**config.mk**
```make
export PLATFORM = sky130hd
export DESIGN_NAME = delay_arbiter
export DESIGN_NICKNAME = d
export VERILOG_FILES = /design/src/rtl/delay_arbiter.sv
export SDC_FILE = /design/constraint.sdc
export NUM_CORES = 1
export LEC_CHECK = 0
export BUFFER_PORTS_ARGS = -buffer_cell sky130_fd_sc_hd__buf_2
export CORE_UTILIZATION = 54
export CTS_BUF_LIST = sky130_fd_sc_hd__clkbuf_4 sky130_fd_sc_hd__clkbuf_8
export DETAILED_ROUTE_END_ITERATION = 10
export MAX_ROUTING_LAYER = met4
export PLACE_DENSITY = 0.85
export RECOVER_POWER = 100
export SLEW_MARGIN = 20
export SYNTH_ARGS = -nofsm -noshare
export SYNTH_HDL_FRONTEND = slang
export SYNTH_SLANG_ARGS = --single-unit
```
**constraint.sdc**
```tcl
create_clock -name clk -period 3.04 [get_ports clk]
set_input_delay 0.152 -clock clk [delete_from_list [all_inputs] [get_ports clk]]
set_output_delay 0.152 -clock clk [all_outputs]
set_load 0.02 [all_outputs]
```
**src/rtl/delay_arbiter.sv**
```systemverilog
// delay_arbiter: one tick-driven delay counter shared by NREQ requesters.
// A round-robin arbiter grants one requester, counts its requested number
// of tick strobes, then pulses that requester's done line for one cycle.
//
// Ports:
//   clk   - system clock, rising edge
//   rst   - asynchronous active-high reset
//   tick  - one-cycle enable strobe from the tick generator
//   req   - per-channel request level, held until done or abort
//   dly   - packed delays, channel i uses dly[CW*i +: CW]
//   gnt   - registered one-hot grant
//   done  - registered one-cycle completion pulse per channel
//   busy  - high whenever the arbiter is not idle
//   cnt   - ticks counted so far for the current grant (debug)
module delay_arbiter #(
  parameter int NREQ = 4,
  parameter int CW   = 14
) (
  input  logic               clk,
  input  logic               rst,
  input  logic               tick,
  input  logic [NREQ-1:0]    req,
  input  logic [NREQ*CW-1:0] dly,
  output logic [NREQ-1:0]    gnt,
  output logic [NREQ-1:0]    done,
  output logic               busy,
  output logic [CW-1:0]      cnt
);

  localparam int IW = $clog2(NREQ);

  typedef enum logic [1:0] {
    IDLE,
    RUN,
    FIN
  } state_t;

  state_t          state, state_n;
  logic [IW-1:0]   ptr, ptr_n;
  logic [IW-1:0]   idx, idx_n;
  logic [CW-1:0]   tgt, tgt_n;
  logic [CW-1:0]   cnt_n;
  logic [NREQ-1:0] gnt_n, done_n;

  logic            found;
  logic [IW-1:0]   sel;
  logic [IW-1:0]   cand;

  // Round-robin pick: first asserted request scanning ptr, ptr+1, ...
  // The IW-bit addition wraps naturally because NREQ is a power of two.
  always_comb begin
    found = 1'b0;
    sel   = '0;
    cand  = '0;
    for (int unsigned k = 0; k < NREQ; k++) begin
      cand = ptr + IW'(k);
      if (!found && req[cand]) begin
        found = 1'b1;
        sel   = cand;
      end
    end
  end

  always_comb begin
    state_n = state;
    ptr_n   = ptr;
    idx_n   = idx;
    tgt_n   = tgt;
    cnt_n   = cnt;
    gnt_n   = gnt;
    done_n  = '0;
    case (state)
      IDLE: begin
        if (found) begin
          idx_n      = sel;
          tgt_n      = dly[sel*CW +: CW];
          cnt_n      = '0;
          gnt_n      = '0;
          gnt_n[sel] = 1'b1;
          state_n    = RUN;
        end
      end
      RUN: begin
        // Abort wins over a coincident final tick.
        if (!req[idx]) begin
          gnt_n   = '0;
          ptr_n   = idx + 1'b1;
          state_n = IDLE;
        end else if (tgt == '0) begin
          // Zero delay: the grant is shown for one cycle so done still
          // follows a visible gnt, and no tick is required.
          gnt_n       = '0;
          done_n[idx] = 1'b1;
          state_n     = FIN;
        end else if (tick) begin
          cnt_n = cnt + 1'b1;
          if (cnt == tgt - 1'b1) begin
            gnt_n       = '0;
            done_n[idx] = 1'b1;
            state_n     = FIN;
          end
        end
      end
      FIN: begin
        ptr_n   = idx + 1'b1;
        state_n = IDLE;
      end
      default: begin
        gnt_n   = '0;
        state_n = IDLE;
      end
    endcase
  end

  always_ff @(posedge clk or posedge rst) begin
    if (rst) begin
      state <= IDLE;
      ptr   <= '0;
      idx   <= '0;
      tgt   <= '0;
      cnt   <= '0;
      gnt   <= '0;
      done  <= '0;
    end else begin
      state <= state_n;
      ptr   <= ptr_n;
      idx   <= idx_n;
      tgt   <= tgt_n;
      cnt   <= cnt_n;
      gnt   <= gnt_n;
      done  <= done_n;
    end
  end

  assign busy = (state != IDLE);

endmodule

```
Word-level counts from Yosys, hierarchy flattened --
Cells that the tools add are included.
Storage, ports and cells: register bits after elaboration 42, latch bits 0, bits in writable memories 0, ROM bits 0, output and inout port bits 23, word-level logic and storage cells 98, memories kept 0
Operators by class: $add $sub $neg 6, $mul 1, divide/modulo/power cells 0, $lt $le $gt $ge 8, eq/ne operators 10, shift operators 1, multiplexer cells 46, bitwise gates (word level) 1, reductions and logical operators 18
Operators by type and width (number):
- 14-bit two-way mux | 4
- 56-bit by 7-bit variable part select with 14-bit output | 1
- 4-bit two-way mux | 10
- 14-bit case mux with 2 select lines | 1
- 2-bit two-way mux | 10
- 2-bit by 3-bit less-than comparator with 1-bit output, second input constant | 6
- 14-bit by 1-bit adder with 14-bit output, second input constant | 1
- 14-bit equality test | 1
- 14-bit zero test | 1
- 14-bit by 1-bit subtractor with 14-bit output, second input constant | 1
- 4-bit case mux with 3 select lines | 1
- 1-bit two-way mux | 11
- 1-bit binary-select mux with 2-bit select | 5
- 2-bit inequality test, second input constant | 5
- 4-bit inequality test, second input constant | 2
- 2-bit case mux with 2 select lines | 2
- 2-bit nonzero test | 3
- 1-bit logical AND | 5
- 2-bit by 3-bit multiplier with 5-bit output, second input constant | 1
- 5-bit AND reduction | 1
- 2-bit by 1-bit adder with 2-bit output, second input constant | 2
- 2-bit adder, second input constant | 2
- 1-bit demux with 2-bit select | 2
- 2-bit by 1-bit >= comparator with 1-bit output, second input constant | 2
- 8 further kinds | 11

Logic depth before layout (Yosys ltp) --
depth in word-level cells 18, mapped depth 10, mapped depth without buffers 9

Worst setup path after synthesis --
No wires, ideal clock.
kind reg-to-reg, from register tgt[2], to register done[0], data arrival time 2.229 ns, data required time 2.951 ns, slack 0.722 ns, cell stages (with the launch flop) 8, period minus slack after synthesis 2.318 ns, path through dfrtp_1 or4_4 nor3_1 nand3_1 xnor2_1 a2111oi_4 a21boi_2 nor3b_1
Between the ends: word-level cells in the longest chain between the ends 7, elaborated cells on any way between the ends 8
RTL lines:
- from (decl) | RTL line 41 | logic [CW-1:0] tgt, tgt_n;
- from (signal assigned) | RTL line 128 | tgt <= tgt_n;
- 14-bit by 1-bit subtractor with 14-bit output | RTL line 97 | if (cnt == tgt - 1'b1) begin
- 14-bit equality test | RTL line 97
- 4-bit two-way mux | RTL line 97
- 4-bit two-way mux | RTL line 95 | end else if (tick) begin
- 4-bit two-way mux * | RTL line 89 | end else if (tgt == '0) begin
- 4-bit two-way mux * | RTL line 85 | if (!req[idx]) begin
- 4-bit two-way mux * | RTL line 72 | case (state)
- via done_n[0] | RTL line 43 | logic [NREQ-1:0] gnt_n, done_n;
- to (signal assigned) | RTL line 131 | done <= done_n;
- to (decl) | RTL line 25 | output logic [NREQ-1:0] done,
Mark *: on every way through the listed nets, which the timed path passes. The rest lies on a longest branch. A chain may end at the register's enable or synchronous reset.

Final worst setup path --
from register tgt[0], to register done[0]
The elaborated chain is that of the path after synthesis.

==> flow_summary.ini <==
[run_status]
status = finished with violations
violations = negative hold slack

[floorplanning]
ios = 86
rows = 26
core_um2 = 5140
start_util = 0.566
chipHeight_um = 75.4
die_area_um2 = 5690
fp.dieW_um = 75.4

[drt]
drc = 0
drt-wirelength-per-cell_um = 13.5
ant_nets = 0
vias_per_cell = 5.45
first_pass_iters = 5
drt_iter0_markers = 159
num_vias = 2873
drt_wl_total_mm = 7.12

[clock_network]
holdBufCountCts = 0
cts_root_buf = clkbuf_8
path_clk_slew_ns = 0.08
numClockSinks = 42
clockBufferDepth = 2
cts_tree = yes
numCtsBuffers = 5
cts_resized = 0
cts.htree.levels = 2
clock_latency_ns = 0.30
cts_setup_buffers = 0

[timing]
fmax_mhz = 357
min_period_over_period = 0.922
setup_viol = 0
hold_violations = 21
tightest_slew_ns = 1.13
skew_ns = 0.00791
slew_headroom = 0.244
setup_slack_ns = 0.238
rsz0062_at_grt = no
hold_slack_ns = -0.0242
slew_viol_final = 0
tns_ns = 0
min_period_ns = 2.80

[placed_design]
placed_cell_area_um2 = 3400
place.gp.congestion = 0.899
io_buffer_count = 85
pre_cts_slack_ns = 0.299
hpwl_mm = 5.61

[layout]
n_antenna_cell = 0
area_growth_pct = 20.4
final_core_util = 0.682
fin_area_um2 = 3500
drive_above_1_share = 0.186
nets = 525

[power]
p_clk_frac = 0.184
p_comb_frac = 0.483
p_switching_w = 0.00132
p_leak_nw = 1.59
netSwitchingFraction = 0.448
p_int_w = 0.00163
pwr_density_cell_nw_per_um2 = 842
pwr-share-seq = 0.333
power.total_w = 0.00295
ir_worst_vdd_mv = 0.454

[synthesis]
ys.flop_type = dfrtp_1
synth_nets = 446
synth_xor_area_frac = 0.0872
synth_cell_type_count = 51
ys_seq_area_frac = 0.361
synth_warnings = 0
synth_adder_area_share = 0.0258
synth_top_family_by_area = simple AND/OR/NAND/NOR gates
synth_simple_gate_area_frac = 0.310
synth.avg_cell_area_um2 = 7.72
synth_cells = 377
synthMuxAreaShare = 0.0116
async_flop_share = 1.00
synth_edf_count = 0
syn_area_um2 = 2910
synth_compound_area_frac = 0.164
ys_ff_latch = 42

[worst_setup_path]
crit_slowest_cell = dfrtp_1
r2r-start = tgt[0]
critPathCaptureType = register
crit_chain = inv_1, ha_1, o21ba_2, a221oi_1, a41oi_1, or3_4, a2111oi_4, a21boi_2, nor3b_1
crit_family = compound AO/OA/AOI/OAI gates
rrSetupSlack_ns = 0.24
reg2reg_to = done[0]
crit_type = reg -> reg
cp_max_fo = 11
path_buf_inv = 1
worstRegToRegCells = 9
worst_ep_arrival_time_ns = 3.00
cpPeakStageDelay_ns = 0.43
worstPathRequired_ns = 3.24
start_kind = register

[grt]
grt_pass1_vias = 2468
grt_pass1_wl_mm = 11.4
antenna_found_initial = 0
grt-ovfl-total = 0
grt.total_usage = 0.274
grt_max_degree = 34

[min_path]
hp-class = in -> async

[flow_run]
drv_cap = 0
## through the flow
stage / hold slack [ns] / std cells
global route: 0.0610 / 527
CTS: 0.00922 / 527
detailed placement: 0.333 / 519
floorplan: 0.395 / 377
finish: -0.0242 / 527
global placement: 0.330 / 519
## placed cells by master (no fill, tap or decap), drive strengths merged, types with 6 or more instances in the layout
cell type | synthesis | layout
nor3b | 7 | 7
xnor2 | 14 | 14
nand2 | 63 | 63
dfrtp | 42 | 42
nand3 | 25 | 25
ha | 6 | 6
clkbuf | 16 | 31
xor2 | 15 | 15
o21ai | 33 | 33
nor3 | 10 | 10
buf | 2 | 65
a21oi | 13 | 13
inv | 11 | 11
nor2 | 61 | 61
nor4 | 6 | 6
or3 | 7 | 7
## cells in the mapped netlist (2+ instances only)
cell type  instances  area, um2
a21oi_1           13       65.1
xor2_1            15        131
nand3_1           25        125
nor2b_1            2       12.5
o22ai_1            2       12.5
nor3_1            10       50.1
and3_1             3       18.8
clkbuf_1          16       60.1
o21ai_0           33        165
nand4_1            3       18.8
nand2_1           63        236
or3_1              6       37.5
xnor2_1           14        123
o221ai_1           2       17.5
nand2b_1           3       18.8
inv_1             11       41.3
nor3b_1            7       52.6
dfrtp_1           42       1050
nor4_1             5       31.3
nor2_1            61        229
o211ai_1           2       15.0
ha_1               6       75.1
a21o_1             3       22.5
a41oi_1            2       17.5
o31ai_1            2       15.0
## flip-flops by register name, indices dropped and copies added (netlist names)
name	count
cnt	14
tgt	14
done	4
gnt	4
idx	2
ptr	2
state	2
## layout make-up
cell class              instances  area, um2
flip-flops and latches         42       1050
fillers                       445       1640
clock inverters                 2       60.1
multi-input cells             306       1760
clock buffers                   6       82.6
repair buffers                 90        427
inverters                      11       41.3
well taps                      70       87.6
## cell families (layout without fill, tap and decap cells)
family,Yosys count,after routing
flops,42,42
fa+ha+maj,6,6
mux,2,2
compound gates,73,73
simple gates,196,196
xor+xnor,29,29
buf+inv,29,109
## worst max-delay path by stage
| stage | from | to | slack, ns | depth (start not counted) |
|---|---|---|---|---|
| CTS | tgt[0] | done[0] | 0.26 | 9 |
| detailed placement | tgt[0] | done[0] | 0.30 | 9 |
| global placement | tgt[0] | done[3] | 0.40 | 9 |
| finish | tgt[0] | done[0] | 0.24 | 9 |
| floorplan | tgt[2] | done[0] | 0.72 | 7 |
| global route | tgt[0] | done[0] | 0.009 | 9 |
## layer usage
layer	vias to the layer above	global-route usage	routed length [um]
met2	114	0.443	3370
li1	1461	-	-
met4	0	0.0658	63
met3	6	0.0423	387
met1	1292	0.362	3290
met5	-	-	0
## power by group through the flow
stage               registers (W)  logic, W  clock network [W]
floorplan                0.000954   0.00108                  0
global placement         0.000977   0.00142                  0
detailed placement       0.000991   0.00143                  0
CTS                      0.000980   0.00144           0.000551
global route              0.00102   0.00161           0.000572
finish                   0.000983   0.00142           0.000543
No activity file was read; power rests on OpenSTA's default activity.
